===== src/rtl/mult_div_unit.sv =====
// mult_div_unit
//   Iterative unsigned multiply / divide engine for the two long-latency ALU
//   codes (4'b1111 = mult, 4'b1110 = div). Takes WIDTH iterations per
//   operation and reports results on LO (ALUresult) and HI.
//
// Ports
//   clk                 system clock, rising edge
//   reset               synchronous, active-high
//   start               request strobe, only honoured in IDLE
//   Data_1              multiplicand / dividend
//   Data_2              multiplier / divisor
//   ALU_control_signal  1111 = mult, 1110 = div, other codes ignored
//   busy                high while iterating
//   done                one-cycle pulse, results valid
//   ALUresult           product low half, or quotient
//   HI                  product high half, or remainder
//   Zero                registered (ALUresult == 0)
//   div_by_zero         registered, last completed op was div by 0
module mult_div_unit #(
  parameter int unsigned WIDTH = 32
) (
  input  logic             clk,
  input  logic             reset,
  input  logic             start,
  input  logic [WIDTH-1:0] Data_1,
  input  logic [WIDTH-1:0] Data_2,
  input  logic [3:0]       ALU_control_signal,
  output logic             busy,
  output logic             done,
  output logic [WIDTH-1:0] ALUresult,
  output logic [WIDTH-1:0] HI,
  output logic             Zero,
  output logic             div_by_zero
);

  localparam logic [3:0]  OP_MULT = 4'b1111;
  localparam logic [3:0]  OP_DIV  = 4'b1110;
  localparam int unsigned CW      = (WIDTH > 1) ? $clog2(WIDTH) : 1;

  typedef enum logic [1:0] {
    IDLE,
    RUN,
    DONE
  } state_t;

  state_t           state, state_nxt;
  logic [CW-1:0]    count;
  logic             op_div;
  logic [WIDTH-1:0] addend;
  logic [2*WIDTH:0] acc;
  logic [2*WIDTH:0] acc_step;
  logic [WIDTH:0]   part;
  logic [WIDTH:0]   sum;
  logic [WIDTH:0]   shifted;
  logic [WIDTH:0]   diff;
  logic             accept;
  logic             last_iter;

  // Control
  always_comb begin
    accept    = (state == IDLE) && start &&
                ((ALU_control_signal == OP_MULT) || (ALU_control_signal == OP_DIV));
    last_iter = (state == RUN) && (count == CW'(WIDTH - 1));
    busy      = (state == RUN);
    done      = (state == DONE);
  end

  always_comb begin
    state_nxt = state;
    unique case (state)
      IDLE:    if (accept) state_nxt = RUN;
      RUN:     if (last_iter) state_nxt = DONE;
      DONE:    state_nxt = IDLE;
      default: state_nxt = IDLE;
    endcase
  end

  always_ff @(posedge clk) begin
    if (reset) state <= IDLE;
    else       state <= state_nxt;
  end

  // One iteration of the shared working register.
  // acc[2W:W] is the running upper part (product high / partial remainder),
  // acc[W-1:0] holds the multiplier bits being consumed or the dividend bits
  // being shifted out while quotient bits shift in from the bottom.
  // Both algorithms finish with {HI, LO} in acc[2W-1:0], so the write-back
  // is common to mult and div.
  always_comb begin
    part     = acc[2*WIDTH:WIDTH];
    sum      = part + (acc[0] ? {1'b0, addend} : '0);
    shifted  = {part[WIDTH-1:0], acc[WIDTH-1]};
    diff     = shifted - {1'b0, addend};
    acc_step = '0;
    if (op_div) begin
      // diff[WIDTH] set means the trial subtraction went negative: restore.
      acc_step = {(diff[WIDTH] ? shifted : diff), acc[WIDTH-2:0], ~diff[WIDTH]};
    end else begin
      acc_step = {1'b0, sum, acc[WIDTH-1:1]};
    end
  end

  always_ff @(posedge clk) begin
    if (reset) begin
      count       <= '0;
      op_div      <= 1'b0;
      addend      <= '0;
      acc         <= '0;
      ALUresult   <= '0;
      HI          <= '0;
      Zero        <= 1'b1;
      div_by_zero <= 1'b0;
    end else if (accept) begin
      count  <= '0;
      op_div <= (ALU_control_signal == OP_DIV);
      if (ALU_control_signal == OP_DIV) begin
        addend <= Data_2;
        acc    <= {{(WIDTH + 1){1'b0}}, Data_1};
      end else begin
        addend <= Data_1;
        acc    <= {{(WIDTH + 1){1'b0}}, Data_2};
      end
    end else if (state == RUN) begin
      acc   <= acc_step;
      count <= count + CW'(1);
      if (last_iter) begin
        ALUresult   <= acc_step[WIDTH-1:0];
        HI          <= acc_step[2*WIDTH-1:WIDTH];
        Zero        <= (acc_step[WIDTH-1:0] == '0);
        div_by_zero <= op_div && (addend == '0);
      end
    end
  end

endmodule


===== config.mk =====
export PLATFORM = sky130hd
export DESIGN_NAME = mult_div_unit
export DESIGN_NICKNAME = d
export VERILOG_FILES = /design/src/rtl/mult_div_unit.sv
export SDC_FILE = /design/constraint.sdc
export NUM_CORES = 1
export LEC_CHECK = 0
export ABC_AREA = 1
export CAP_MARGIN = 5
export CORE_UTILIZATION = 50
export CTS_CLUSTER_DIAMETER = 50
export DETAILED_ROUTE_END_ITERATION = 8
export PLACE_DENSITY = 0.84
export SKIP_LAST_GASP = 1
export SYNTH_ARGS = -nofsm -noshare
export SYNTH_HDL_FRONTEND = slang
export SYNTH_SLANG_ARGS = --single-unit

===== constraint.sdc =====
create_clock -name clk -period 8.9 [get_ports clk]
set_clock_uncertainty 0.1 [all_clocks]
set_input_delay 1.78 -clock clk [delete_from_list [all_inputs] [get_ports clk]]
set_output_delay 1.78 -clock clk [all_outputs]
set_load 0.02 [all_outputs]

After elaboration in Yosys (flattened, before gate mapping)
Cells that the tools add are included.
{ "word_totals": {"out_inout_bits": 68, "inputBits": 71, "mem_bits_rw": 0, "romBits": 0, "elab_cells": 43, "regBits": 171, "n_memories": 0, "latchBits": 0} }
{ "op_classes": {"shift": 0, "mul": 0, "n_div": 0, "addsub": 3, "muxes": 10, "bitwise_logic": 2, "n_eq_ne": 7, "magnitude_cmp": 0, "reduce_logical": 12} }
{ "ops": {"columns": ["cell", "count"], "rows": [
  ["$mux W65", 3],
  ["$mux W32", 3],
  ["$logic_not A32 Y1", 2],
  ["$add A33 B32 Y33", 1],
  ["$mux W33", 1],
  ["$sub A33 B32 Y33", 1],
  ["$eq A4 B4 Y1 const B", 2],
  ["$add A5 B1 Y5 const B", 1],
  ["$eq A5 B5 Y1 const B", 1],
  ["$logic_and A1 B1 Y1", 4],
  ["$mux W2", 2],
  ["$pmux W2 S2", 1],
  ["$reduce_and A3 Y1", 1],
  ["$eq A2 B1 Y1 const B", 1],
  ["$eq A2 B2 Y1 const B", 1],
  ["$logic_not A2 Y1", 1],
  ["$ne A2 B1 Y1 const B", 1],
  ["$ne A2 B2 Y1 const B", 1],
  ["$not A1 Y1", 2],
  ["$reduce_and A2 Y1", 1],
  ["$reduce_bool A2 Y1", 1],
  ["$reduce_or A2 Y1", 1],
  ["$logic_or A1 B1 Y1", 1]
]} }

Longest topological paths before layout
{ "logic_depth": {"ltp_word": 5, "mapped_depth": 21, "mapped_depth_nobuf": 20} }

Worst setup path before layout
No wires, ideal clock.
{ "synth_path": {"path_type": "in2reg", "from": "input ALU_control_signal[1]", "to": "register acc[24]", "setup_time_ns": 0.057, "path_slack_ns": 5.942, "cell_stages": 9, "arrival_time_ns": 2.801, "cell_sequence": "inv_1 > nor2_1 > and3_2 > buf_4 > clkbuf_1 > o21ai_1 > o221ai_1 > nand2_1 > inv_1"} }
{ "synth_via": {"elab_chain_cells": 4} }
{ "synth_rtl": {"columns": ["item", "line_no", "rtl"], "rows": [
  ["start: declaration", "27", "input logic [3:0] ALU_control_signal,"],
  ["$eq A4 B4 Y1 (on tied branches)", "62, 116", null],
  ["$logic_or A1 B1 Y1", "62", "((ALU_control_signal == OP_MULT) || (ALU_control_signal == OP_DIV));"],
  ["$logic_and A1 B1 Y1", "61", "accept = (state == IDLE) && start &&"],
  ["$mux W65 / $reduce_bool A2 Y1 (equally long branches)", null, null],
  ["end signal: assignment", "118", "acc <= {{(WIDTH + 1){1'b0}}, Data_1};"],
  ["end signal: assignment", "121", "acc <= {{(WIDTH + 1){1'b0}}, Data_2};"],
  ["end signal: assignment", "124", "acc <= acc_step;"],
  ["end: declaration", "50", "logic [2*WIDTH:0] acc;"]
]} }
Several ways; a longest one is shown, not always the timed one.
A chain may end at the register's enable or synchronous reset.

Final worst setup path
{ "layout_path": {"from": "register acc[31]", "to": "register acc[37]"} }
{ "layout_via": {"elab_chain_cells": 5} }
{ "layout_rtl": {"columns": ["item", "line_no", "rtl"], "rows": [
  ["$sub A33 B32 Y33", "93", "diff = shifted - {1'b0, addend};"],
  ["$mux W33", "97", "acc_step = {(diff[WIDTH] ? shifted : diff), acc[WIDTH-2:0], ~diff[WIDTH]};"],
  ["$mux W65", "95", "if (op_div) begin"],
  ["$mux W65", "123", "end else if (state == RUN) begin"],
  ["$mux W65", "113", "end else if (accept) begin"]
]} }
No other way between the ends. The select of a mux whose other input is x is not followed.

==> flow_metrics.py <==
metrics = {
    "die": {
        "die_w_um": 164,
        "dieArea_mm2": 0.0269,
        "start_util_pct": 51.5,
        "die_h_um": 164,
        "rows": 58,
        "core_mm2": 0.0255,
        "io_pins": 139,
    },
    "setup_path": {
        "cp_data_arrival_time_ps": 4510,
        "worstPathRequired_ps": 9180,
        "r2r_end": "acc[37]$_SDFFE_PP0P_",
        "end_kind": "flop",
        "crit_type": "flop to flop",
        "reg2reg_from": "acc[31]$_SDFFE_PP0P_",
        "startpoint_type": "flop",
        "cp_max_fo": 21,
        "reg2reg_slack_ps": 4670,
        "r2r_cells": 19,
    },
    "finish": {
        "layout_common_cells": "nand2_1, inv_1, dfxtp_1",
        "fin_nets": 2399,
        "antenna_cells_inserted": 0,
        "fin_area_mm2": 0.0151,
        "drive_above_1_share_pct": 4.71,
        "area_growth_syn_to_layout_pct": 15.5,
        "mostFrequentLayoutCell": "nand2_1",
    },
    "routing": {
        "vias": 14600,
        "dr.pass1.iters": 6,
        "avgRoutedWirePerCell_um": 17.2,
        "wl_um": 44900,
        "drtAntennaViolNets": 0,
        "m1WireLength_um": 19900,
        "wl_met2_um": 19700,
        "drc": 0,
        "dr_wl_met3_um": 3950,
        "dr.first_iter.drc_count": 1435,
        "avgViaCountPerCell": 5.61,
        "maxUsedRoutingLayer": "met4",
    },
    "clock_tree": {
        "clockBufferDepth": 2,
        "cts.reportedPaths.clkPinSlew_ps": 80,
        "cts.sinks": 171,
        "clkLatencyLatePin_ps": 460,
        "cts_setup_buffers": 0,
        "numCtsBuffers": 17,
        "clockRootBuffer": "clkbuf_16",
        "ctsResizeCount": 0,
        "h-tree-depth": 4,
        "tritoncts": "done",
        "ctsHoldBuffers": 0,
    },
    "logic_synthesis": {
        "synth-edff-count": 0,
        "seq_area_frac_synth_pct": 26.1,
        "synth_cell_types": 48,
        "synth_seq_cells": 171,
        "synth.avg_cell_area_um2": 6.01,
        "ys_warn_count": 0,
        "syn_area_mm2": 0.0131,
        "synthCells": 2180,
        "postSynth.asyncResetShare_pct": 0,
        "synth_nets": 2320,
        "synth_top_flop_cell": "dfxtp_1",
    },
    "pwr": {
        "vdd_ir_drop_max_uv": 125,
        "power.leakage_nw": 7.59,
        "p_switching_mw": 0.582,
        "comb_power_share_pct": 14.9,
        "p_sw_share_pct": 31.8,
        "clkPwrFrac_pct": 42.6,
        "power_density_mw_per_mm2": 121,
        "p_seq_share_pct": 42.5,
        "p_int_mw": 1.25,
    },
    "min_path": {
        "hp-start": "count[4]$_SDFFE_PP0P_",
        "holdPathStages": 2,
        "min_to": "count[4]$_SDFFE_PP0P_",
        "hold_class": "flop to flop",
    },
    "global_route": {
        "grt_pass1_wl_um": 70400,
        "grt_overflow": 0,
        "first_global_vias": 13300,
        "antenna_found_initial": 0,
        "grt_max_degree": 96,
        "grtUsageTotal_pct": 33.7,
    },
    "placed_design": {
        "placed_cell_area_mm2": 0.0146,
        "place.gp.congestion": 0.990,
        "hpwl_um": 33900,
        "port-buffer-count": 138,
    },
    "sta": {
        "max_slew_margin_pct": 18.0,
        "totalNegativeSetupSlack_ps": 0,
        "hold_violations": 0,
        "final-setup-viol-count": 0,
        "rsz0062_at_grt": "false",
        "finalCritPeriodShare_pct": 47.5,
        "clock.fmax_ghz": 0.236,
        "slew_viol_final": 0,
        "post-route-min-period_ps": 4230,
        "tightestPinTransition_ps": 1230,
    },
    "flow_run": {
        "cap_viol_max_count": 0,
    },
    "status": {
        "outcome": "completed",
    },
}
how the worst max path moves through the flow:
| stage | start | endpoint |
|---|---|---|
| after detailed placement | ALU_control_signal[1] | acc[1]$_SDFFE_PP0P_ |
| after global placement | ALU_control_signal[3] | acc[25]$_SDFFE_PP0P_ |
| after global routing | acc[31]$_SDFFE_PP0P_ | acc[37]$_SDFFE_PP0P_ |
| final | acc[31]$_SDFFE_PP0P_ | acc[37]$_SDFFE_PP0P_ |
| after floorplan | ALU_control_signal[1] | acc[24]$_SDFFE_PP0P_ |
| after CTS | state[0]$_SDFFE_PP0P_ | busy |
through the flow:
step | setup WS, ps | utilization (%) | hold WS, ps | cells | power [mW]
2_1_floorplan | 5940 | - | 345 | 2180 | 0.970
3_3_place_gp | 4570 | 57.1 | 351 | 2570 | 1.06
3_5_place_dp | 4510 | 57.1 | 359 | 2570 | 1.06
4_1_cts | 4790 | 59.4 | 372 | 2602 | 1.82
5_1_grt | 4520 | 59.4 | 390 | 2602 | 1.89
6_report | 4670 | 59.4 | 374 | 2602 | 1.83
final cells by class:
class | instances | area (µm²)
Fill cell | 2491 | 10300
Multi-Input combinational cell | 1543 | 7840
Sequential cell | 171 | 3420
Timing Repair Buffer | 149 | 1460
Inverter | 377 | 1420
Clock buffer | 17 | 425
Tap cell | 330 | 413
Clock inverter | 15 | 165
logic make-up after synthesis:
family,share of synthesized area [%]
XOR/XNOR,1.14
AND/OR/NAND/NOR,33.5
buffers and inverters,14.1
adder cells (fa/ha/maj),6.70
AO/OA/AOI/OAI,18.4
flip-flops,26.1
state kept, by name, summed over array words and instances, names as in the netlist:
| name | flops |
|---|---|
| state | 2 |
| HI | 32 |
| div_by_zero | 1 |
| op_div | 1 |
| count | 5 |
| Zero | 1 |
| ALUresult | 32 |
| addend | 32 |
| acc | 65 |
worst max-delay path: stages, from the launching register on:
cell and delay [ps]:
dfxtp_1 340, inv_1 140, ha_1 160, inv_1 70, fa_1 460, nand2_1 120
nand3_2 80, nand2_1 80, nand2_2 100, nand2_2 90, nand2_2 50, a21oi_1 160
o21bai_1 100, ha_1 300, nand2_1 560, inv_1 340, nand2_1 140, o211ai_1 310
or2_1 330, a21oi_1 120
synth_stat cells (9+ instances only):
| cell | instances | area [µm²] |
|---|---|---|
| nand2_2 | 23 | 144 |
| buf_2 | 28 | 140 |
| o21bai_1 | 26 | 195 |
| nor2_1 | 165 | 619 |
| nor3_1 | 11 | 55.1 |
| clkbuf_1 | 40 | 150 |
| o21ai_1 | 19 | 95.1 |
| nand4_1 | 24 | 150 |
| dfxtp_1 | 171 | 3420 |
| nand3_1 | 109 | 546 |
| ha_1 | 67 | 838 |
| a21oi_2 | 9 | 78.8 |
| o21ai_0 | 157 | 786 |
| inv_1 | 370 | 1390 |
| o221ai_1 | 34 | 298 |
| buf_4 | 11 | 82.6 |
| xnor2_1 | 14 | 123 |
| o32ai_1 | 31 | 272 |
| a21oi_1 | 105 | 526 |
| nand2_1 | 685 | 2570 |
power by group through the flow:
stage	clock [mW]	combinational [mW]	sequential [mW]
2_1_floorplan	0	0.177	0.793
3_3_place_gp	0	0.262	0.795
3_5_place_dp	0	0.264	0.796
4_1_cts	0.778	0.266	0.777
5_1_grt	0.812	0.295	0.779
6_report	0.780	0.273	0.778
layer usage:
layer	vias to the layer above	global-route usage, %
li1	7118	-
met5	-	0
met3	88	3.84
met2	763	53.4
met1	6640	47.8
met4	0	10.2
Note: power is estimated with default switching activity, not from simulation.
